## src/rtl/riscv_pkg.sv

```systemverilog
// ----------------------------------------------------------------------------
// riscv_pkg
// Shared definitions for the execute-side operand stage.
//   XLEN_DEFAULT  : default datapath width
//   RA_W_DEFAULT  : default register-address width
//   alu_cont_t    : 3-bit ALU control code and its named values
// ----------------------------------------------------------------------------
package riscv_pkg;

    localparam int XLEN_DEFAULT = 32;
    localparam int RA_W_DEFAULT = 5;
    localparam int ALU_CONT_W   = 3;

    typedef enum logic [ALU_CONT_W-1:0] {
        ALU_ADD = 3'b000,
        ALU_SUB = 3'b001,
        ALU_AND = 3'b010,
        ALU_OR  = 3'b011
    } alu_cont_t;

endpackage : riscv_pkg

```

## src/rtl/ex_fwd_mux.sv

```systemverilog
// ----------------------------------------------------------------------------
// ex_fwd_mux
// Selects the freshest value of one source register for the execute stage.
// MEM result wins over WB result; register x0 is never forwarded; with i_en
// low the stored register data always passes through.
// Ports:
//   i_en                                  forwarding enable
//   i_src                                 source register address
//   i_stored                              register data held in the entry
//   i_mem_rd / i_mem_reg_write / i_mem_result   MEM-stage producer
//   i_wb_rd  / i_wb_reg_write  / i_wb_result    WB-stage producer
//   o_data                                forwarded operand
// ----------------------------------------------------------------------------
module ex_fwd_mux
    import riscv_pkg::*;
#(
    parameter int XLEN = XLEN_DEFAULT,
    parameter int RA_W = RA_W_DEFAULT
) (
    input  logic            i_en,
    input  logic [RA_W-1:0] i_src,
    input  logic [XLEN-1:0] i_stored,
    input  logic [RA_W-1:0] i_mem_rd,
    input  logic            i_mem_reg_write,
    input  logic [XLEN-1:0] i_mem_result,
    input  logic [RA_W-1:0] i_wb_rd,
    input  logic            i_wb_reg_write,
    input  logic [XLEN-1:0] i_wb_result,
    output logic [XLEN-1:0] o_data
);

    logic w_src_nz;
    logic w_mem_hit;
    logic w_wb_hit;

    assign w_src_nz  = |i_src;
    assign w_mem_hit = i_en & w_src_nz & i_mem_reg_write & (i_mem_rd == i_src);
    assign w_wb_hit  = i_en & w_src_nz & i_wb_reg_write  & (i_wb_rd  == i_src);

    always_comb begin
        o_data = i_stored;
        if (w_mem_hit) begin
            o_data = i_mem_result;
        end else if (w_wb_hit) begin
            o_data = i_wb_result;
        end
    end

endmodule : ex_fwd_mux

```

## src/rtl/ex_operand_stage.sv

```systemverilog
// ----------------------------------------------------------------------------
// ex_operand_stage
// Single-entry pipeline register between decode and the ALU. Captures the
// decoded instruction and its register data, presents ALU operands, and
// resolves read-after-write dependencies either by forwarding from MEM/WB or
// by stalling decode.
//
// Build option: define RISCV_FORWARD_EN to enable MEM/WB forwarding (with
// operand refresh while the entry is stalled); hazard_stall is then tied 0.
// Without it, operands are the captured register data and decode is stalled
// while any in-flight writer targets a used source register.
//
// Ports:
//   clk, rst_n                      clock, asynchronous active-low reset
//   id_valid / id_ready             decode-side handshake
//   id_rs1, id_rs2, id_rd           register addresses
//   id_rs1_data, id_rs2_data, id_imm  register data and immediate
//   id_alu_src, id_alu_cont, id_reg_write  operand-B select, ALU code, writes rd
//   flush                           kill the held / incoming entry
//   mem_*, wb_*                     forwarding sources
//   ex_valid / ex_ready             handshake toward the ALU
//   ex_a, ex_b, ex_alu_cont         ALU operands and control
//   ex_rd, ex_reg_write             destination info
//   hazard_stall                    RAW stall indicator
// ----------------------------------------------------------------------------
module ex_operand_stage
    import riscv_pkg::*;
#(
    parameter int XLEN = XLEN_DEFAULT,
    parameter int RA_W = RA_W_DEFAULT
) (
    input  logic            clk,
    input  logic            rst_n,

    input  logic            id_valid,
    output logic            id_ready,
    input  logic [RA_W-1:0] id_rs1,
    input  logic [RA_W-1:0] id_rs2,
    input  logic [RA_W-1:0] id_rd,
    input  logic [XLEN-1:0] id_rs1_data,
    input  logic [XLEN-1:0] id_rs2_data,
    input  logic [XLEN-1:0] id_imm,
    input  logic            id_alu_src,
    input  logic [2:0]      id_alu_cont,
    input  logic            id_reg_write,

    input  logic            flush,

    input  logic [RA_W-1:0] mem_rd,
    input  logic            mem_reg_write,
    input  logic [XLEN-1:0] mem_result,
    input  logic [RA_W-1:0] wb_rd,
    input  logic            wb_reg_write,
    input  logic [XLEN-1:0] wb_result,

    output logic            ex_valid,
    input  logic            ex_ready,
    output logic [XLEN-1:0] ex_a,
    output logic [XLEN-1:0] ex_b,
    output logic [2:0]      ex_alu_cont,
    output logic [RA_W-1:0] ex_rd,
    output logic            ex_reg_write,

    output logic            hazard_stall
);

`ifdef RISCV_FORWARD_EN
    localparam logic FWD_EN = 1'b1;
`else
    localparam logic FWD_EN = 1'b0;
`endif

    // ------------------------------------------------------------------
    // Held entry
    // ------------------------------------------------------------------
    logic            r_valid;
    logic [RA_W-1:0] r_rs1;
    logic [RA_W-1:0] r_rs2;
    logic [RA_W-1:0] r_rd;
    logic [XLEN-1:0] r_rs1_data;
    logic [XLEN-1:0] r_rs2_data;
    logic [XLEN-1:0] r_imm;
    logic            r_alu_src;
    alu_cont_t       r_alu_cont;
    logic            r_reg_write;

    logic            w_transfer;
    logic            w_hazard;

    // ------------------------------------------------------------------
    // Forwarding muxes: index 0 serves rs1, index 1 serves rs2. Both work
    // only from the held entry and the MEM/WB inputs, so there is no
    // combinational route from decode to the ex_* outputs.
    // ------------------------------------------------------------------
    logic [RA_W-1:0] w_src    [2];
    logic [XLEN-1:0] w_stored [2];
    logic [XLEN-1:0] w_fwd    [2];

    assign w_src[0]    = r_rs1;
    assign w_src[1]    = r_rs2;
    assign w_stored[0] = r_rs1_data;
    assign w_stored[1] = r_rs2_data;

    genvar gi;
    generate
        for (gi = 0; gi < 2; gi++) begin : g_fwd
            ex_fwd_mux #(
                .XLEN (XLEN),
                .RA_W (RA_W)
            ) u_fwd_mux (
                .i_en            (FWD_EN),
                .i_src           (w_src[gi]),
                .i_stored        (w_stored[gi]),
                .i_mem_rd        (mem_rd),
                .i_mem_reg_write (mem_reg_write),
                .i_mem_result    (mem_result),
                .i_wb_rd         (wb_rd),
                .i_wb_reg_write  (wb_reg_write),
                .i_wb_result     (wb_result),
                .o_data          (w_fwd[gi])
            );
        end
    endgenerate

    // ------------------------------------------------------------------
    // Hazard detection
    // ------------------------------------------------------------------
`ifdef RISCV_FORWARD_EN
    assign w_hazard = 1'b0;
`else
    logic w_rs1_hit;
    logic w_rs2_hit;

    // A source matches when any in-flight writer (held entry, MEM, WB)
    // targets it; x0 never creates a dependency.
    always_comb begin
        w_rs1_hit = (|id_rs1) &
                    ((r_valid & r_reg_write & (r_rd == id_rs1)) |
                     (mem_reg_write & (mem_rd == id_rs1)) |
                     (wb_reg_write  & (wb_rd  == id_rs1)));
        w_rs2_hit = (|id_rs2) &
                    ((r_valid & r_reg_write & (r_rd == id_rs2)) |
                     (mem_reg_write & (mem_rd == id_rs2)) |
                     (wb_reg_write  & (wb_rd  == id_rs2)));
    end

    // rs2 is irrelevant when the immediate supplies operand B.
    assign w_hazard = id_valid & (w_rs1_hit | (~id_alu_src & w_rs2_hit));
`endif

    assign hazard_stall = w_hazard;
    assign id_ready     = (~r_valid | ex_ready) & ~w_hazard;
    assign w_transfer   = id_valid & id_ready;

    // ------------------------------------------------------------------
    // Entry update. Priority: flush, new transfer (also covers retire +
    // transfer in one cycle), plain retire, stalled refresh.
    // ------------------------------------------------------------------
    always_ff @(posedge clk or negedge rst_n) begin
        if (!rst_n) begin
            r_valid     <= 1'b0;
            r_rs1       <= '0;
            r_rs2       <= '0;
            r_rd        <= '0;
            r_rs1_data  <= '0;
            r_rs2_data  <= '0;
            r_imm       <= '0;
            r_alu_src   <= 1'b0;
            r_alu_cont  <= ALU_ADD;
            r_reg_write <= 1'b0;
        end else if (flush) begin
            // Dropping the incoming instruction too; its fields are left alone.
            r_valid <= 1'b0;
        end else if (w_transfer) begin
            r_valid     <= 1'b1;
            r_rs1       <= id_rs1;
            r_rs2       <= id_rs2;
            r_rd        <= id_rd;
            r_rs1_data  <= id_rs1_data;
            r_rs2_data  <= id_rs2_data;
            r_imm       <= id_imm;
            r_alu_src   <= id_alu_src;
            r_alu_cont  <= alu_cont_t'(id_alu_cont);
            r_reg_write <= id_reg_write;
        end else if (r_valid & ex_ready) begin
            r_valid <= 1'b0;
        end else if (r_valid) begin
            // Stalled: absorb any forwarded value now, since its producer
            // may leave WB before the ALU accepts this entry. Without
            // forwarding the muxes return the stored data unchanged.
            r_rs1_data <= w_fwd[0];
            r_rs2_data <= w_fwd[1];
        end
    end

    // ------------------------------------------------------------------
    // Outputs
    // ------------------------------------------------------------------
    assign ex_valid     = r_valid;
    assign ex_a         = w_fwd[0];
    assign ex_b         = r_alu_src ? r_imm : w_fwd[1];
    assign ex_alu_cont  = r_alu_cont;
    assign ex_rd        = r_rd;
    assign ex_reg_write = r_reg_write;

endmodule : ex_operand_stage

```

## config.mk

```make
export PLATFORM = sky130hd
export DESIGN_NAME = ex_operand_stage
export DESIGN_NICKNAME = d
export VERILOG_FILES = /design/src/rtl/riscv_pkg.sv /design/src/rtl/ex_fwd_mux.sv /design/src/rtl/ex_operand_stage.sv
export SDC_FILE = /design/constraint.sdc
export NUM_CORES = 1
export LEC_CHECK = 0
export ABC_AREA = 1
export CORE_MARGIN = 5
export CORE_UTILIZATION = 55
export DETAILED_ROUTE_END_ITERATION = 7
export DONT_BUFFER_PORTS = 1
export GPL_ROUTABILITY_DRIVEN = 0
export PLACE_DENSITY = 0.78
export SETUP_SLACK_MARGIN = 0.5
export SKIP_LAST_GASP = 1
export SLEW_MARGIN = 10
export SYNTH_ARGS = -nofsm -noshare
export SYNTH_HDL_FRONTEND = slang
export SYNTH_SLANG_ARGS = --single-unit
```

## constraint.sdc

```tcl
create_clock -name clk -period 3.33 [get_ports clk]
set_input_delay 0.666 -clock clk [delete_from_list [all_inputs] [get_ports clk]]
set_output_delay 0.666 -clock clk [all_outputs]
set_load 0.1 [all_outputs]
```

## Word-level counts from Yosys, hierarchy flattened

Cells that the tools add are included.
W data, S select, Z words.

| word-level totals | value |
|---|---|
| bits in latches | 0 |
| input bits | 197 |
| output and inout port bits | 76 |
| memories kept | 0 |
| register bits after elaboration | 107 |
| bits in read-only memories | 0 |
| RAM bits | 0 |

| operators by class | value |
|---|---|
| order comparisons | 0 |
| multiplexer cells | 4 |
| eq/ne operators | 6 |
| reduce and logical (&&, ||, !) cells | 4 |
| shift operators | 0 |
| div/mod/pow operators | 0 |
| $mul | 0 |
| bitwise operators | 24 |
| $add $sub $neg | 0 |

Operators with widths:

| cell | count |
|---|---|
| $mux W32 | 1 |
| $eq A5 B5 Y1 | 6 |
| $and A1 B1 Y1 | 14 |
| $reduce_or A5 Y1 | 2 |
| $or A1 B1 Y1 | 6 |
| $not A1 Y1 | 4 |
| $mux W1 | 3 |
| $reduce_bool A3 Y1 | 1 |
| $reduce_and A2 Y1 | 1 |

## Depth between registers and ports, before layout

| depth | value |
|---|---|
| depth in word-level cells | 13 |
| gate-level depth with buffers | 14 |
| mapped depth without buffers | 12 |

## By module

Synthesis repeated with hierarchy kept, for this count alone.

| unflattened totals | value |
|---|---|
| cells, all modules | 1516 |
| area, all modules | 9235.1 um2 |

Modules (own cells, without submodules):

| module | instances | cells each | area each (um2) | sequential area each (um2) |
|---|---|---|---|---|
| ex_operand_stage | 1 | 932 | 6414.9 | 2927.8 |
| ex_fwd_mux | 2 | 292 | 1410.1 | 0.0 |

## Least setup slack after synthesis

No wires, ideal clock.

| timing | value |
|---|---|
| kind | register to output |
| start point | register r_rd[1], in the netlist ex_rd[1] |
| end point | output id_ready |
| arrival | 3562 ps |
| data required time | 2664 ps |
| setup slack | -898 ps |
| cell stages (with the launch flop) | 12 |
| cell sequence | dfrtp_1 inv_1 nor2_1 a21oi_1 nand3_1 nand3_1 nand2_1 nand2_1 nand2_2 buf_4 inv_1 nor2_1 |

| between the ends | value |
|---|---|
| longest elaborated chain between the ends | 10 |
| elaborated cells between the ends (all ways) | 15 |
| classes of those cells | eq/ne: 2; bitwise: 13 |

Ends and longest elaborated chain:

| what | RTL line | text |
|---|---|---|
| from (decl) | ex_operand_stage.sv:79 | `logic [RA_W-1:0] r_rd;` |
| from (signal assigned) | ex_operand_stage.sv:178 | `r_rd <= id_rd;` |
| $eq A5 B5 Y1 | ex_operand_stage.sv:142 | `((r_valid & r_reg_write & (r_rd == id_rs2)) \|` |
| $and A1 B1 Y1 | ex_operand_stage.sv:142 |  |
| $or A1 B1 Y1 | ex_operand_stage.sv:142 |  |
| $or A1 B1 Y1 | ex_operand_stage.sv:143 | `(mem_reg_write & (mem_rd == id_rs2)) \|` |
| $and A1 B1 Y1 | ex_operand_stage.sv:141 | `w_rs2_hit = (\|id_rs2) &` |
| $and A1 B1 Y1 | ex_operand_stage.sv:148 | `assign w_hazard = id_valid & (w_rs1_hit \| (~id_alu_src & w_rs2_hit));` |
| $or A1 B1 Y1 * | ex_operand_stage.sv:148 |  |
| $and A1 B1 Y1 * | ex_operand_stage.sv:148 |  |
| via hazard_stall | ex_operand_stage.sv:64 | `output logic hazard_stall` |
| $not A1 Y1 * | ex_operand_stage.sv:152 | `assign id_ready = (~r_valid \| ex_ready) & ~w_hazard;` |
| $and A1 B1 Y1 * | ex_operand_stage.sv:152 |  |
| to (decl) | ex_operand_stage.sv:36 | `output logic id_ready,` |

The timed path passes the listed nets; every way through them passes the cells marked *.

## Final worst setup path

| timing | value |
|---|---|
| start point | register r_rd[1], in the netlist ex_rd[1] |
| end point | output id_ready |

| between the ends | value |
|---|---|
| longest elaborated chain between the ends | 10 |
| elaborated cells between the ends (all ways) | 15 |
| classes of those cells | eq/ne: 2; bitwise: 13 |

Ends and longest elaborated chain:

| what | RTL line |
|---|---|
| $eq A5 B5 Y1 | ex_operand_stage.sv:142 |
| $and A1 B1 Y1 | ex_operand_stage.sv:142 |
| $or A1 B1 Y1 | ex_operand_stage.sv:142 |
| $or A1 B1 Y1 | ex_operand_stage.sv:143 |
| $and A1 B1 Y1 | ex_operand_stage.sv:141 |
| $and A1 B1 Y1 | ex_operand_stage.sv:148 |
| $or A1 B1 Y1 * | ex_operand_stage.sv:148 |
| $and A1 B1 Y1 * | ex_operand_stage.sv:148 |
| $not A1 Y1 * | ex_operand_stage.sv:152 |
| $and A1 B1 Y1 * | ex_operand_stage.sv:152 |

Mark *: on every way between the ends. The rest lies on a longest branch, timed or not.

==> results.toml <==
[run_status]
status = "complete, but fails checks"
violations = "negative hold slack"

[floorplanning]
rows = 36
die_w_um = 109
start_util_pct = 55.5
core_area_um2 = 9640
dieArea_um2 = 11800
io_pins = 273
die_y_um = 109

[critical_path]
critPathMaxFanout = 4
start_kind = "flop"
critPathRequiredTime_ps = 2660
r2r_cells = 13
arrival_ps = 2100
critPathKind = "flop to output port"
cp-end-kind = "output port"

[sta]
max_slew_margin_pct = 29.2
period_needed_ps = 2760
skew_ps = 17.4
period_share_pct = 83.0
tightestPinTransition_ps = 1060
rsz0062_at_grt = "true"
slew_violations = 0
tns_ps = 0
fmax_mhz = 362
hold_viol = 37
finalSetupViolCount = 0
worst_hold_slack_ps = -11.2

[yosys]
ys_seq_elements = 107
synth_top_cell_by_area = "dfrtp_1"
avgSynthCellArea_um2 = 8.08
synth-seq-area-share_pct = 50.0
synth_area_um2 = 5350
syn_nets = 859
synth_top_cell_area_share_pct = 50.0
ys_types = 21
yosysWarnings = 0
synth.top_cells.by_area = "dfrtp_1 50%, nand2_1 21%, nand4_1 13%, mux2_2 6.7%, nor2_1 1.8%"
syn-instance-count = 662

[cells_and_area]
drive_gt1_share_pct = 14.1
post-route-util_pct = 59.0
final_nets = 836
diodes = 0
syn_to_final_growth_pct = 6.36
fin_area_um2 = 5690

[drt]
antenna_left = 0
wire_per_inst_um = 18.1
finalWirelength_um = 14100
top_layer_used = "met4"
dr.pass1.iters = 5
first_iter_violations = 376
wl_met1_um = 5510
route.met2.wl_um = 6880
wl_met3_um = 1320
num_vias = 4479
drc = 0
vias_per_cell = 5.76

[global_route]
grt_remaining_overflow = 0
grt_pass1_wl_um = 22300
grt_pass1_vias = 4408
antenna_found_initial = 0
grt_max_degree = 108
grt_use_total_pct = 24.0

[clock_network]
clk_latency_ps = 370
cts_sinks = 107
cts_tree = "done"
root_buffer = "clkbuf_8"
htreeDepth = 3
clk_path_buf_depth = 2
path_clk_slew_ps = 100
cts_buffers = 9

[power]
p_comb_share_pct = 31.1
finalPower_mw = 4.37
power.leakage_nw = 2.97
p_int_mw = 2.08
power_density_nw_per_um2 = 768
sw_frac_of_total_pct = 52.4
seq_power_share_pct = 52.0
ir_worst_vdd_mv = 0.451
p_sw_mw = 2.29
clock_power_share_pct = 16.9

[min_path]
hold_class = "input port to async pin"

[placed_design]
io_buffer_count = 0
placed_area_um2 = 5440
place_hpwl_um = 9380

[job]
cap_violations = 0
[per-layer routing]
metal,vias to the layer above,global-route usage [%]
met5,-,0
met4,0,9.65
met3,31,7.99
met2,198,39.2
met1,2104,29.5
li1,2146,-
[repair_timing]
action	CTS	global route
pin swaps	1	4
cloned	1	0
resized for setup	6	6
endpoints found under the setup margin	2	16
setup buffers	1	1
endpoints found under the hold margin	107	107
[worst paths after layout]
kind / from / end / slack (ps)
setup / recovery: ex_rd[1] / id_ready / 570
hold / removal: rst_n / r_imm[22] / -10
setup reg to reg: ex_rd[1] / r_rs1_data[1] / 700
hold reg to reg: r_rs2_data[17] / r_rs2_data[17] / 470
max in group asynchronous: rst_n / ex_rd[1] / 3190
min in group clk: flush / ex_valid / 410
[cells in the final DEF, fill, tap and decap left out, drive strengths merged]
cell	instances
nand2	296
nand4	107
dfrtp	107
mux2	32
inv	29
nor2	26
clkbuf	13
buf	13
nand3	10
clkinvlp	4
o21ai	2
xor2	1
nor3	1
a21oi	1
o21bai	1
clkinv	1
[through the flow]
stage | setup WS [ps] | cells
4_1_cts | 500 | 776
3_3_place_gp | 573 | 758
5_1_grt | 466 | 777
2_1_floorplan | 203 | 662
6_report | 566 | 777
3_5_place_dp | 560 | 758
[power by group through the flow]
stage               clock, mW  combinational, mW  sequential, mW
global route            0.822               1.44            2.30
floorplan                   0               1.21            2.28
CTS                     0.761               1.36            2.27
global placement            0               1.33            2.29
finish                  0.738               1.36            2.27
detailed placement          0               1.36            2.30
[synth_stat cells]
| cell type | number |
|---|---|
| buf_2 | 10 |
| a21oi_1 | 1 |
| inv_1 | 22 |
| buf_6 | 4 |
| clkbuf_1 | 24 |
| nor2_1 | 25 |
| o21ai_0 | 2 |
| nand4_1 | 107 |
| mux2_2 | 32 |
| o21bai_1 | 1 |
| nand2_1 | 294 |
| nand2_2 | 1 |
| buf_1 | 9 |
| nand3_1 | 9 |
| nand3_2 | 1 |
| nor3_1 | 1 |
| buf_4 | 1 |
| dfrtp_1 | 107 |
| inv_2 | 9 |
| nor2_2 | 1 |
| xor2_1 | 1 |
[cells by family (layout without fill, tap and decap cells)]
kind of cell              Yosys count  after routing  synth area share [%]
and+or+nand+nor                   439            440                  36.2
buffers and inverters              79             60                  6.41
xor gates and xnor gates            1              1                 0.164
muxes                              32             32                  6.73
AOI/OAI and AO/OA                   4              4                 0.421
DFF                               107            107                  50.0
[critical path: stages (launching register included)]
cell	delay (ps)
dfrtp_4	640
inv_4	100
nand2_1	60
nand2_1	60
nor2_1	40
nand3_1	90
nand3_2	80
nand2_2	100
nand2_4	80
nand2_8	70
clkinvlp_4	110
nor2_4	110
buf_12	180
[layout make-up]
cell class	count	area (um2)
well taps	133	166
clock inverters	3	22.5
clock buffers	13	159
multi-input cells	477	2400
flip-flops and latches	107	2700
repair buffers	13	118
fillers	889	3950
inverters	31	126
[flip-flops by register name (all words and copies together), names as in the netlist]
register / cells
ex_alu_cont: 3
r_imm: 32
r_rs2_data: 32
r_alu_src: 1
r_rs1_data: 32
ex_valid: 1
ex_reg_write: 1
ex_rd: 5
Note: power is estimated with default switching activity, not from simulation.
